File: config.mk
export PLATFORM = sky130hd
export DESIGN_NAME = shared_mem_write_arbiter
export DESIGN_NICKNAME = d
export VERILOG_FILES = /design/src/rtl/mtx_types_pkg.sv /design/src/rtl/rr_priority_picker.sv /design/src/rtl/shared_mem_write_arbiter.sv
export SDC_FILE = /design/constraint.sdc
export NUM_CORES = 1
export LEC_CHECK = 0
export CORE_AREA = 3 3 456 458
export DETAILED_ROUTE_END_ITERATION = 16
export DIE_AREA = 0 0 459 461
export GPL_TIMING_DRIVEN = 0
export PLACE_DENSITY = 0.39
export RECOVER_POWER = 100
export SLEW_MARGIN = 25
export SYNTH_ARGS = -nofsm -noshare
export SYNTH_HDL_FRONTEND = slang
export SYNTH_SLANG_ARGS = --single-unit
File: constraint.sdc
create_clock -name clk -period 6.8 [get_ports clk]
set_input_delay 1.02 -clock clk [delete_from_list [all_inputs] [get_ports clk]]
set_output_delay 1.02 -clock clk [all_outputs]
set_load 0.005 [all_outputs]
File: src/rtl/mtx_types_pkg.sv
// Shared types for the matrix-unit fabric: beat payload, unit ids and
// the write arbiter's state encoding.
package mtx_types;

  localparam int N_UNITS = 32;

  typedef logic [31:0] mv_t;
  typedef logic [4:0]  unit_id_t;

  typedef enum logic {
    IDLE  = 1'b0,
    BURST = 1'b1
  } arb_state_t;

endpackage

File: src/rtl/rr_priority_picker.sv
// Rotating-priority search: the first set request bit at or after rr_ptr
// (wrapping) wins.
module rr_priority_picker #(
  parameter int N_UNITS = 32,
  parameter int ID_W    = 5
) (
  input  logic [N_UNITS-1:0] req,
  input  logic [ID_W-1:0]    rr_ptr,
  output logic [ID_W-1:0]    winner,
  output logic               any_req
);

  logic [ID_W-1:0] idx;

  // Scan from the farthest offset down to zero so the nearest hit overwrites.
  always_comb begin
    winner  = '0;
    any_req = 1'b0;
    idx     = '0;
    for (int k = N_UNITS - 1; k >= 0; k--) begin
      idx = rr_ptr + ID_W'(k);
      if (req[idx]) begin
        winner  = idx;
        any_req = 1'b1;
      end
    end
  end

endmodule

File: src/rtl/shared_mem_write_arbiter.sv
// Round-robin burst arbiter serialising matrix-unit beats onto the single
// shared-memory write port, with bursts capped at MAX_BURST beats.
module shared_mem_write_arbiter
  import mtx_types::*;
#(
  parameter int N_UNITS   = mtx_types::N_UNITS,
  parameter int ID_W      = $clog2(N_UNITS),
  parameter int DATA_W    = $bits(mv_t),
  parameter int MAX_BURST = 8
) (
  input  logic                       clk,
  input  logic                       rst,
  input  logic [N_UNITS-1:0]         req,
  input  logic [N_UNITS-1:0]         last,
  input  logic [N_UNITS*DATA_W-1:0]  data,
  input  logic                       mem_ready,
  output logic [N_UNITS-1:0]         gnt,
  output logic [ID_W-1:0]            write_unit_id,
  output logic [DATA_W-1:0]          write_data,
  output logic                       write_enable,
  output logic                       busy
);

  localparam int CNT_W = $clog2(MAX_BURST + 1);
  localparam logic [CNT_W-1:0] MAX_CNT = CNT_W'(MAX_BURST);

  arb_state_t       state, next_state;
  logic [ID_W-1:0]  rr_ptr, next_rr_ptr;
  logic [ID_W-1:0]  owner, next_owner;
  logic [CNT_W-1:0] beat_cnt, next_beat_cnt;

  logic [ID_W-1:0]   winner;
  logic              any_req;
  logic              xfer;
  logic [ID_W-1:0]   xfer_id;
  logic [DATA_W-1:0] beat_data;

  rr_priority_picker #(
    .N_UNITS (N_UNITS),
    .ID_W    (ID_W)
  ) u_picker (
    .req     (req),
    .rr_ptr  (rr_ptr),
    .winner  (winner),
    .any_req (any_req)
  );

  // Only the owner can transfer during a burst; everyone else waits for IDLE.
  always_comb begin
    next_state    = state;
    next_rr_ptr   = rr_ptr;
    next_owner    = owner;
    next_beat_cnt = beat_cnt;
    xfer          = 1'b0;
    xfer_id       = winner;
    gnt           = '0;
    case (state)
      IDLE: begin
        if (!rst && mem_ready && any_req) begin
          xfer    = 1'b1;
          xfer_id = winner;
          if (last[winner] || MAX_BURST == 1) begin
            next_rr_ptr = winner + 1'b1;
          end else begin
            next_state    = BURST;
            next_owner    = winner;
            next_beat_cnt = CNT_W'(1);
          end
        end
      end
      BURST: begin
        if (!rst && mem_ready && req[owner]) begin
          xfer    = 1'b1;
          xfer_id = owner;
          if (last[owner] || (beat_cnt + 1'b1) == MAX_CNT) begin
            next_state    = IDLE;
            next_rr_ptr   = owner + 1'b1;
            next_beat_cnt = '0;
          end else begin
            next_beat_cnt = beat_cnt + 1'b1;
          end
        end
      end
      default: next_state = IDLE;
    endcase
    gnt[xfer_id] = xfer;
    beat_data    = data[xfer_id*DATA_W +: DATA_W];
  end

  always_ff @(posedge clk) begin
    if (rst) begin
      state         <= IDLE;
      rr_ptr        <= '0;
      owner         <= '0;
      beat_cnt      <= '0;
      write_enable  <= 1'b0;
      write_unit_id <= '0;
      write_data    <= '0;
    end else begin
      state        <= next_state;
      rr_ptr       <= next_rr_ptr;
      owner        <= next_owner;
      beat_cnt     <= next_beat_cnt;
      write_enable <= xfer;
      if (xfer) begin
        write_unit_id <= xfer_id;
        write_data    <= beat_data;
      end
    end
  end

  assign busy = (state == BURST);

endmodule

==> results of run 1 <==
flip-flops by register name, summed over array words and instances, names as in the netlist:
signal and flops:
write_unit_id 5, beat_cnt 4, owner 5, write_enable 1, busy 1, write_data 32, rr_ptr 5
worst paths after layout:
path                                          to  slack, ns  depth (start not counted)
worst max-delay path                     gnt[12]      -0.06                         15
worst min-delay path            write_unit_id[3]       0.47                          2
worst max register to register    write_data[15]          0                         27
worst min register to register  write_unit_id[3]       0.47                          2
worst reg2reg max path, stage by stage, from the launching register on:
cell       delay, ns
dfxtp_4         0.41
buf_12          0.12
buf_12          0.13
clkinv_16       0.06
ha_4            0.34
clkbuf_16       0.17
mux2_4          0.31
mux4_2          0.61
buf_6           0.17
a22oi_2         0.24
o211ai_1        0.24
buf_4           0.22
nor3_4          0.14
o211ai_1        0.17
a31oi_4         0.33
o21a_4          0.24
a21o_1          0.17
buf_12          0.13
buf_4           0.12
buf_12          0.13
buf_12          0.13
buf_4           0.17
buf_6           0.29
mux4_2          0.70
a22oi_2         0.21
nand3_1         0.37
a211oi_2        0.31
nor3_1          0.08
where the power goes:
part	switching [mW]	leakage (nW)	total, mW	internal [mW]
clock	0.201	0.0815	0.379	0.178
sequential	0.0798	0.437	0.494	0.414
combinational	16.4	13.3	27.6	11.2
cell type report:
class / instances / area, um^2
Timing Repair Buffer: 1475 / 14700
Fill cell: 22664 / 165000
Inverter: 26 / 165
Multi-Input combinational cell: 1599 / 17700
Tap cell: 2688 / 3360
Clock inverter: 2 / 38.8
Clock buffer: 6 / 129
Sequential cell: 53 / 1070
Buffer: 159 / 2040
Antenna cell: 70 / 175
placed cells by master, fill, tap and decap left out, types with 32 or more instances in the layout:
master	count
clkdlybuf4s50_1	1058
mux4_2	320
dfxtp_1	49
nand3_1	32
buf_12	53
o21ai_0	34
nand2_1	186
nor2_1	111
buf_6	48
mux2i_1	102
buf_4	243
diode_2	70
a22oi_1	42
dlygate4sd3_1	39
a21oi_1	60
nor3_1	35
kinds of logic after synthesis:
family                     synth area share [%]
DFF                                        5.96
muxes                                      51.2
adders and majority gates                  1.12
and+or+nand+nor                            14.9
buffers and inverters                      5.38
xor gates and xnor gates                   2.14
AOI/OAI and AO/OA                          19.3
routing by layer:
metal | track usage (%) | up-vias
li1 | - | 10707
met1 | 28.2 | 13624
met2 | 42.8 | 1680
met3 | 5.08 | 459
met4 | 11.3 | 64
met5 | 0 | -
repair_timing:
| action | in CTS | in global routing |
|---|---|---|
| setup endpoints to repair | 85 | 74 |
| resized for setup | 776 | 190 |
| pin swaps | 90 | 61 |
| cloned | 4 | 0 |
| setup buffers | 192 | 90 |
per-stage QoR:
step	hold slack (ns)	std cells	power (mW)	setup TNS [ns]
finish	0.469	6078	28.5	-0.180
global route	0.479	6059	29.2	-2.09
CTS	0.474	5931	28.2	-10.99
detailed placement	0.454	5729	22.3	-295.77
global placement	0.455	5699	21.8	-394.49
floorplan	0.448	1851	10.4	0
==> results.py, run 1 <==
metrics = {
    "status": {
        "outcome": "complete, but fails checks",
        "violations": "setup timing",
    },
    "routing": {
        "first_pass_iters": 5,
        "m1WireLength_mm": 102,
        "wl_met3_mm": 19.5,
        "wl_per_cell_um": 44.4,
        "met2WireLength_mm": 133,
        "top_layer": "met5",
        "drc": 0,
        "avgViaCountPerCell": 4.37,
        "drt_iter0_drc": 2759,
        "vias": 26534,
        "wirelength_mm": 270,
        "ant_nets": 0,
    },
    "floorplanning": {
        "ios": 1162,
        "initial_core_util_pct": 8.71,
        "die-area_um2": 212000,
        "die_y_um": 461,
        "fp-row-count": 166,
        "die_x_um": 459,
        "core-area_um2": 204000,
    },
    "finish": {
        "nets": 4426,
        "syn_to_final_growth_pct": 121,
        "drive_gt1_share_pct": 34.8,
        "fin_util_pct": 19.3,
        "final_area_um2": 39400,
    },
    "synth": {
        "ys_types": 89,
        "ys_ff_latch": 53,
        "synth_edf_count": 0,
        "synth-async-reset-ratio_pct": 0,
        "synth_largest_area_cell": "mux4_2",
        "synth_top_area_share_pct": 40.5,
        "syn_area_um2": 17800,
        "yosysSeqAreaShare_pct": 5.96,
        "synth_top_flop_cell": "dfxtp_1",
        "synthTopCellsByArea": "mux4_2, mux2i_1, dfxtp_1",
        "yosys-top-cells-count": "mux4_2, nand2_1, mux2i_1, nor2_1, clkbuf_1",
        "syn_nets": 2958,
        "yosysMostFrequentCell": "mux4_2",
        "syn_area_per_cell_um2": 9.62,
        "synthesis.instances": 1851,
        "yosysWarnings": 0,
    },
    "clocking": {
        "ctsHtreeMaxLevel": 2,
        "clock_latency_ns": 0.37,
        "cts_root_buf": "clkbuf_16",
        "clock_sinks": 53,
        "clkTransAtPathRegs_ns": 0.10,
        "cts_tree": "yes",
        "hold_buffers": 0,
        "cts_buffers": 5,
        "cts_max_path_buffers": 2,
    },
    "job": {
        "cap_violations": 0,
    },
    "power_and_ir_drop": {
        "powerDensity_nw_per_um2": 723,
        "p_leak_nw": 13.9,
        "peakVddDrop_uv": 446,
    },
    "hold_path": {
        "min_from": "write_unit_id[3]",
        "holdCritPathClass": "reg -> reg",
    },
    "critical_path": {
        "start_kind": "primary input",
        "cp.required_ns": 5.78,
        "reg2reg_from": "rr_ptr[1]",
        "cpLargestDelayFamily": "multiplexers",
        "worstPathMaxFanout": 9,
        "worstPathArrival_ns": 5.84,
        "slowest_delay_ns": 0.65,
        "critPathLaunch": "req[4]",
        "critPathBufInv": 4,
        "end_kind": "output port",
        "slowest_stage": "mux4_2",
        "critPathKind": "in -> out",
        "worstPathCellList": "dlygate4sd2_1, mux4_2, mux4_2, mux2_4, or4_4, or4_4, a211o_1, a21oi_4, buf_12, mux2_4, and2_4, and2_4, buf_12, nor2b_4, buf_6",
    },
    "sta": {
        "period_minus_slack_ns": 6.86,
        "final.setup.worst_slack_ns": -0.0642,
        "finalSetupViolCount": 6,
        "final_hold_viol_count": 0,
        "grt_setup_unrepaired": "yes",
        "skew_ns": 0.0235,
        "worst_slew_pin_slew_ns": 1.41,
        "fmax_mhz": 146,
        "min_period_over_period_pct": 101,
        "max_slew_margin_pct": 5.82,
        "drv_slew": 0,
    },
    "placement": {
        "io_buffer_count": 1160,
        "detailedPlacementHpwl_mm": 231,
        "gp_congestion": 0.918,
        "place_area_um2": 33500,
        "place_ws_ns": -4.89,
    },
    "global_route": {
        "grt_use_total_pct": 24.4,
        "grt-ovfl-total": 0,
        "grt_pass1_vias": 26162,
        "grt_max_degree": 17,
        "antenna_found_initial": 200,
        "grt_pass1_wl_mm": 325,
    },
}
Power figures use the tool's default switching activity.
==> inputs of run 2 (changes only) <==
Settings changed: TNS_END_PERCENT set to 50.
==> run 2 against run 1 <==
  * The flow still finishes with violations (setup timing)
  * Hold slack worse by 0.0031 ns
  * Setup slack improved by 0.019 ns
  * Sequential power about the same
  * Critical path type is now reg -> out
  * Critical endpoint is now gnt[3]
  * Largest power group unchanged
==> results.py, run 2 (synthesis gave the netlist of run 1 again) <==
metrics = {
    "status": {
        "outcome": "complete, but fails checks",
        "violations": "setup timing",
    },
    "finish": {
        "drive_gt1_share_pct": 32.4,
        "mostFrequentLayoutCell": "clkdlybuf4s50_1",
        "largest_register_ffs": 32,
        "final_area_um2": 38500,
        "layout_common_cells": "clkdlybuf4s50_1, mux4_2, buf_4",
        "multi_input_area_um2": 17400,
        "regArea_um2": 1070,
        "fillers": 22730,
        "syn_to_final_growth_pct": 116,
        "layout.cells.non_filler": 6041,
        "regMostFlops": "write_data",
        "nets": 4381,
    },
    "routing": {
        "ant_nets": 0,
        "vias": 26379,
        "first_pass_iters": 5,
        "wirelength_mm": 268,
        "avgViaCountPerCell": 4.37,
        "wl_per_cell_um": 44.4,
        "drt_iter0_drc": 2628,
        "drc": 0,
    },
    "clocking": {
        "cts_tree": "yes",
        "hold_buffers": 0,
        "clock_sinks": 53,
        "cts_buffers": 5,
        "cts_max_path_buffers": 2,
        "cts_root_buf": "clkbuf_16",
        "clock_latency_ns": 0.37,
        "clkTransAtPathRegs_ns": 0.12,
        "ctsHtreeMaxLevel": 2,
    },
    "critical_path": {
        "start_kind": "register",
        "timing.reg2reg.setup_slack_ns": -0.01,
        "reg2reg_from": "rr_ptr[1]",
        "r2r-end": "beat_cnt[1]",
        "reg2reg_depth": 22,
        "worstPathMaxFanout": 8,
        "cp.required_ns": 5.78,
        "worstPathArrival_ns": 5.83,
        "critPathKind": "reg -> out",
        "end_kind": "output port",
    },
    "floorplanning": {
        "initial_core_util_pct": 8.71,
        "die_x_um": 459,
        "ios": 1162,
        "core-area_um2": 204000,
        "die-area_um2": 212000,
        "fp-row-count": 166,
        "die_y_um": 461,
    },
    "hold_path": {
        "min_from": "write_unit_id[3]",
        "worstHoldPathCells": 2,
        "min_to": "write_unit_id[3]",
        "holdCritPathClass": "reg -> reg",
    },
    "global_route": {
        "grt-ovfl-total": 0,
        "grt_max_degree": 17,
        "grt_use_total_pct": 24.2,
        "grt_pass1_wl_mm": 323,
        "antenna_found_initial": 203,
        "grt_pass1_vias": 26086,
    },
    "sta": {
        "final_hold_viol_count": 0,
        "drv_slew": 0,
        "period_minus_slack_ns": 6.85,
        "skew_ns": 0.0263,
        "min_period_over_period_pct": 101,
        "max_slew_margin_pct": 8.96,
        "grt_setup_unrepaired": "yes",
        "worst_slew_pin_slew_ns": 1.37,
        "final.setup.worst_slack_ns": -0.0455,
        "finalSetupViolCount": 8,
        "fmax_mhz": 146,
    },
    "placement": {
        "io_buffer_count": 1160,
        "gp_congestion": 0.918,
        "place_area_um2": 33500,
        "placed_cells": 5729,
        "detailedPlacementHpwl_mm": 231,
    },
    "job": {
        "cap_violations": 0,
    },
    "power_and_ir_drop": {
        "power_mw": 27.3,
        "p_leak_nw": 13.5,
        "peakVddDrop_uv": 445,
        "powerDensity_nw_per_um2": 709,
    },
}
run 2: cell count changes in the layout (fill, tap and decap cells not counted), moves of 6 or more:
cell     delta
a22oi_1     +9
a22oi_2     -9
buf_12     -10
buf_4      -24
buf_6       -6
diode_2     +8
run 2: layout make-up:
type / count / share of cell area [%]
clock buffer: 6 / 0.335
multi-input combinational: 1599 / 45.2
inverter: 26 / 0.409
antenna: 78 / 0.507
buffer: 161 / 5.00
clock inverter: 2 / 0.101
tap: 2688 / 8.73
sequential: 53 / 2.79
timing repair buffer: 1428 / 36.9
run 2: per-stage QoR:
stage / worst slack (ns) / utilization (%) / TNS, ns / hold WS [ns]
floorplan: 0.00934 / - / 0 / 0.448
global placement: -6.43 / 16.1 / -394.49 / 0.455
detailed placement: -4.89 / 16.4 / -295.77 / 0.454
CTS: -0.443 / 18.4 / -14.36 / 0.474
global route: -0.133 / 18.8 / -1.40 / 0.479
finish: -0.0455 / 18.9 / -0.159 / 0.466
run 2: timing repair:
| action | CTS | global route |
|---|---|---|
| buffers inserted | 174 | 61 |
| cloned | 4 | 0 |
| pin swaps | 70 | 50 |
| setup endpoints to repair | 85 | 74 |
| gates resized for setup | 684 | 149 |
run 2: metal layers:
layer,up-vias,part of all wire (%),wire [um],global-route usage [%]
met4,64,6.2,16600,11.3
met2,1693,49,131000,42.6
met1,13535,38,101000,28.0
met3,475,7.2,19400,5.16
li1,10612,-,-,-
met5,-,0.15,408,0
run 2: worst max path at each step:
stage / from / end / cells past startpoint
after detailed placement: rr_ptr[2] / gnt[0] / 23
after floorplan: rr_ptr[0] / gnt[6] / 25
after global placement: rr_ptr[1] / write_data[3] / 21
after CTS: rr_ptr[0] / gnt[7] / 26
final: rr_ptr[1] / gnt[3] / 21
after global routing: rr_ptr[1] / gnt[12] / 20
run 2: power breakdown:
| group | internal [mW] | total (mW) | switching, mW |
|---|---|---|---|
| registers | 0.414 | 0.492 | 0.0786 |
| clock network | 0.178 | 0.374 | 0.197 |
| logic | 10.4 | 26.5 | 16.1 |
run 2: critical path, cell delays in order (launching register included):
cell and delay (ns):
dfxtp_4 0.41, buf_12 0.12, buf_12 0.13, clkinv_16 0.06, ha_4 0.34, buf_8 0.13, buf_12 0.12, mux4_2 0.45
mux4_2 0.51, mux2_4 0.29, or4_4 0.54, or4_4 0.50, a211o_1 0.28, a21oi_4 0.24, buf_12 0.20, inv_6 0.07
a31oi_4 0.23, nor2b_4 0.12, clkbuf_16 0.19, clkbuf_16 0.17, and3_1 0.18, buf_2 0.13
==> inputs of run 3 (changes only) <==
==> constraint.sdc (replaced) <==
create_clock -name clk -period 6.8 [get_ports clk]
set_input_delay 1.02 -clock clk [delete_from_list [all_inputs] [get_ports clk]]
set_output_delay 1.02 -clock clk [all_outputs]
set_load 0.05 [all_outputs]
==> run 3 against run 2 <==
  * Clock skew shrank 0.011 ns
  * The flow still finishes with violations (setup timing)
  * Critical path type is now in -> out
  * Clock-buffer cell count is the same
  * Wire length shrank 0.66%
  * Hold slack lost 0.0074 ns
==> results.py, run 3 (synthesis gave the netlist of run 1 again) <==
metrics = {
    "finish": {
        "drive_gt1_share_pct": 31.5,
        "nets": 4310,
        "mostFrequentLayoutCell": "clkdlybuf4s50_1",
        "multi_input_area_um2": 17500,
        "fin_util_pct": 18.5,
        "layout_common_cells": "clkdlybuf4s50_1, mux4_2, nand2_1",
        "fillers": 22757,
        "syn_to_final_growth_pct": 112,
        "regArea_um2": 1070,
        "regMostFlops": "write_data",
        "largest_register_ffs": 32,
    },
    "critical_path": {
        "reg2reg_from": "rr_ptr[1]",
        "cpLargestDelayFamily": "multiplexers",
        "start_kind": "primary input",
        "end_kind": "output port",
        "slowest_stage": "mux4_2",
        "reg2reg_depth": 26,
        "critPathKind": "in -> out",
        "timing.reg2reg.setup_slack_ns": 0.03,
        "critPathBufInv": 6,
        "r2r-end": "write_data[18]",
        "worstPathCellList": "dlygate4sd2_1, mux4_2, mux4_2, mux2_4, or4_4, or4_4, a211o_1, a21oi_2, buf_6, buf_12, mux2_4, and2_4, and2b_2, buf_12, clkinvlp_4, nor2_4, buf_8",
        "worstPathMaxFanout": 8,
        "slowest_delay_ns": 0.67,
        "worstPathArrival_ns": 5.87,
        "cp.required_ns": 5.78,
    },
    "clocking": {
        "clock_latency_ns": 0.35,
        "cts_root_buf": "clkbuf_16",
        "cts_max_path_buffers": 2,
        "cts_buffers": 5,
        "clkTransAtPathRegs_ns": 0.09,
        "clock_sinks": 53,
        "hold_buffers": 0,
        "ctsHtreeMaxLevel": 2,
        "cts_tree": "yes",
    },
    "global_route": {
        "grt_pass1_vias": 25583,
        "antenna_found_initial": 199,
        "grt-ovfl-total": 0,
        "grt_pass1_wl_mm": 322,
        "grt_max_degree": 16,
        "grt_use_total_pct": 24.1,
    },
    "floorplanning": {
        "core-area_um2": 204000,
        "die_y_um": 461,
        "initial_core_util_pct": 8.71,
        "fp-row-count": 166,
        "die-area_um2": 212000,
        "die_x_um": 459,
        "ios": 1162,
    },
    "status": {
        "violations": "setup timing",
        "outcome": "complete, but fails checks",
    },
    "power_and_ir_drop": {
        "powerDensity_nw_per_um2": 694,
        "peakVddDrop_uv": 456,
        "p_leak_nw": 12.9,
    },
    "job": {
        "cap_violations": 0,
    },
    "routing": {
        "wl_per_cell_um": 44.6,
        "ant_nets": 0,
        "vias": 26064,
        "drc": 0,
        "wirelength_mm": 266,
        "drt_iter0_drc": 2593,
        "avgViaCountPerCell": 4.37,
        "first_pass_iters": 5,
    },
    "sta": {
        "final.setup.worst_slack_ns": -0.0884,
        "final_hold_viol_count": 0,
        "finalSetupViolCount": 5,
        "holdWs_ns": 0.458,
        "drv_slew": 0,
        "max_slew_margin_pct": 11.0,
        "skew_ns": 0.0151,
        "worst_slew_pin_slew_ns": 1.33,
        "period_minus_slack_ns": 6.89,
        "fmax_mhz": 145,
        "min_period_over_period_pct": 101,
        "grt_setup_unrepaired": "yes",
    },
    "hold_path": {
        "worstHoldPathCells": 2,
        "min_from": "write_unit_id[3]",
        "min_to": "write_unit_id[3]",
        "holdCritPathClass": "reg -> reg",
    },
    "placement": {
        "io_buffer_count": 1160,
        "gp_congestion": 0.948,
        "detailedPlacementHpwl_mm": 232,
    },
}
run 3: cell types whose count changed in the layout (fill, tap and decap cells not counted), sizes merged:
| cell | change |
|---|---|
| buf | -63 |
| clkbuf | +16 |
| dlygate4sd2 | -13 |
| dlymetal6s2s | -6 |
| clkdlybuf4s15 | -4 |
| diode | -3 |
| bufbuf | +1 |
| bufinv | -1 |
| clkdlybuf4s50 | -1 |
| clkinvlp | +1 |
| dlygate4sd3 | -1 |
run 3: per-stage QoR:
step                instances  TNS [ns]  total power [mW]  area, um^2  worst slack, ns
finish                   5967    -0.304              26.2       37700          -0.0884
global route             5946     -1.37              27.0       37700           -0.169
CTS                      5865     -7.89              26.4       37200           -0.346
detailed placement       5726   -295.15              22.6       33700            -4.93
global placement         5699   -389.36              22.1       33100            -6.36
floorplan                1851         0              10.8       18100          0.00386
run 3: worst max-delay path by stage:
stage              start  endpoint  slack, ns  depth (start not counted)
5_1_grt        rr_ptr[2]   gnt[30]      -0.17                         22
3_5_place_dp   rr_ptr[2]    gnt[0]      -4.93                         23
3_3_place_gp   rr_ptr[2]   gnt[10]      -6.36                         20
6_report         req[17]   gnt[30]      -0.09                         17
4_1_cts        rr_ptr[0]   gnt[30]      -0.35                         25
2_1_floorplan  rr_ptr[0]    gnt[4]      0.004                         25
run 3: report_power, final:
group	internal [mW]	leakage, nW	switching, mW	total [mW]
logic	9.55	12.4	15.8	25.4
clock network	0.138	0.0711	0.176	0.314
registers	0.414	0.437	0.0908	0.505
total	10.1	12.9	16.1	26.2
run 3: area by class of cell:
class / instances / share of cell area, %
multi-input combinational: 1599 / 46.4
buffer: 159 / 4.54
clock buffer: 6 / 0.342
tap: 2688 / 8.91
inverter: 26 / 0.381
antenna: 75 / 0.497
sequential: 53 / 2.85
clock inverter: 2 / 0.0265
timing repair buffer: 1359 / 36.0
run 3: worst register-to-register path: stages, from the launching register on:
cell,delay (ns)
dfxtp_4,0.36
buf_12,0.12
buf_12,0.13
inv_16,0.09
ha_4,0.23
buf_12,0.13
buf_16,0.12
mux2_4,0.32
mux4_2,0.58
buf_4,0.19
nand2_2,0.07
a21oi_4,0.10
or2_4,0.32
buf_4,0.15
a21oi_1,0.15
nand4_1,0.21
a311oi_2,0.43
o31a_4,0.29
mux2_2,0.22
buf_12,0.18
buf_8,0.22
buf_12,0.22
mux4_2,0.39
a22oi_2,0.43
o211ai_1,0.25
nor4_4,0.60
nor3_1,0.11
run 3: metal layers:
layer / vias to the layer above / global-route usage (%) / part of all wire, %
met5: - / 0 / 0.18
met4: 76 / 10.6 / 5.3
met3: 414 / 5.60 / 7.3
met2: 1591 / 41.9 / 49
met1: 13490 / 28.2 / 38
li1: 10493 / - / -
run 3: repair_timing:
action                                  in CTS  in global routing
pin swaps                                   65                 31
resized for setup                          723                129
setup buffers                              132                 38
gates cloned                                 3                  0
endpoints found under the setup margin      85                 71
==> patch: new RTL, flow settings as in run 3 <==
`MAX_BURST`: 8 -> 32.
--- a/src/rtl/shared_mem_write_arbiter.sv
+++ b/src/rtl/shared_mem_write_arbiter.sv
@@ -6,7 +6,7 @@
   parameter int N_UNITS   = mtx_types::N_UNITS,
   parameter int ID_W      = $clog2(N_UNITS),
   parameter int DATA_W    = $bits(mv_t),
-  parameter int MAX_BURST = 8
+  parameter int MAX_BURST = 32
 ) (
   input  logic                       clk,
   input  logic                       rst,
Function: not settled (the Yosys comparison gave no result); the edit may change what the design does.
==> patch against run 3 <==
- the flow still finishes with violations (negative setup slack)
- setup slack better by 0.010 ns
- routed wire length grew 14%
- non-clock buffer count rose by 141
- maximum frequency is 0.15% higher
- sequential cell count up 2
- cell count grew 19%
- synthesized area is 11% higher
- sequential share of layout area fell by 0.083 points
- final area rose by 7.2%
- largest cell class unchanged
Power is not shown: default switching activity piles up to over one toggle a cycle in this logic, so the estimate is an artifact.
==> patch: results (changes against run 3) <==
Placed design
  • Placed Cells: 6,857 (+20%)
  • Placed cell area: 36,000 um^2 (+6.8%)
  • Routability cong.: 0.937 (-1.2%)
  • # port buffers: 1,161 (+0.086%)
  • Final HPWL DP: 257 mm (+11%)

CTS
  • Reg clk slew, reported paths: 0.12 ns (+0.03 ns)
  • Clock Latency Late Sink: 0.39 ns (+0.04 ns)

Status
  • Status: complete, but fails checks
  • Failing checks: negative setup slack

Route
  • Vias: 33,200 (+27%)
  • Avg WL per Cell: 42.8 um (-4.1%)
  • DR pass1 iterations: 8 (+3)

Finish
  • Layout Cells excl Fill: 7,113 (+19%)
  • # nets final: 5,465 (+27%)

STA
  • Worst slew margin: 26.9% (+16 points)
  • Final Setup Violations: 13 (+8)
  • Crit path setup slack, layout: -0.0782 ns (+0.0101 ns)
  • Worst Skew: 0.0290 ns (+0.0139 ns)

Worst setup path
  • R2r setup slk: -0.03 ns (-0.06 ns)
  • Crit path largest cell delay: 0.52 ns (-0.15 ns)
  • Critical Path Fanout Max: 11 (+3)

Global routing
  • Global-route wire length before repair: 373 mm (+16%)
  • Pin count of the biggest net entering global routing: 20 (+4)

Yosys
  • Cell variety after synth: 96 (+7.9%)
  • Syn Nets: 4,064 (+37%)
  • Avg Cell Area, Syn: 6.65 um^2 (-31%)
patch: cells by family after synthesis:
logic type / synth area share, %
AND/OR/NAND/NOR: 35.6
AO/OA/AOI/OAI: 21.7
multiplexers: 26.9
buffers and inverters: 7.54
flip-flops: 5.60
XOR/XNOR: 1.76
adder cells (fa/ha/maj): 0.954
patch: area by class of cell:
class                           count  area (um^2)
Clock inverter                      3         27.5
Tap cell                         2688         3360
Antenna cell                       65          163
Inverter                           46          208
Buffer                            251         2220
Fill cell                       23200       164000
Sequential cell                    55         1120
Clock buffer                        5          125
Timing Repair Buffer             1408        14200
Multi-Input combinational cell   2592        19000
patch: repair_timing:
action / in CTS / in global routing
gates resized for setup: 752 / 140
gates cloned: 2 / 0
setup endpoints to repair: 87 / 73
hold endpoints to repair: 0 / 0
setup buffers: 143 / 53
pin swaps: 58 / 52
patch: final timing paths:
| path | start | end | cells after the start |
|---|---|---|---|
| setup reg to reg | rr_ptr[1] | write_data[4] | 27 |
| hold reg to reg | write_unit_id[3] | write_unit_id[3] | 2 |
| setup / recovery | rr_ptr[1] | gnt[7] | 23 |
| hold / removal | write_unit_id[3] | write_unit_id[3] | 2 |
patch: metrics by stage:
stage	setup slack [ns]	setup TNS (ns)	utilization (%)	hold slack (ns)
2_1_floorplan	-0.00824	-0.112	-	0.477
3_3_place_gp	-6.51	-436.06	17.1	0.449
3_5_place_dp	-5.66	-318.57	17.6	0.460
4_1_cts	-0.399	-11.14	19.4	0.476
5_1_grt	-0.122	-1.95	19.8	0.500
6_report	-0.0782	-0.196	19.8	0.470
patch: metal layers:
layer  GRT usage [%]  routed length, um
met4            12.7              16300
met3            5.19              20000
met2            50.3             156000
met5               0                239
met1            30.5             112000
patch: worst min-delay path, delay by kind of cell (launching register included):
| kind | cells | cell delay (ns) |
|---|---|---|
| flops | 1 | 0.33 |
| simple gates | 1 | 0.05 |
| compound gates | 1 | 0.05 |
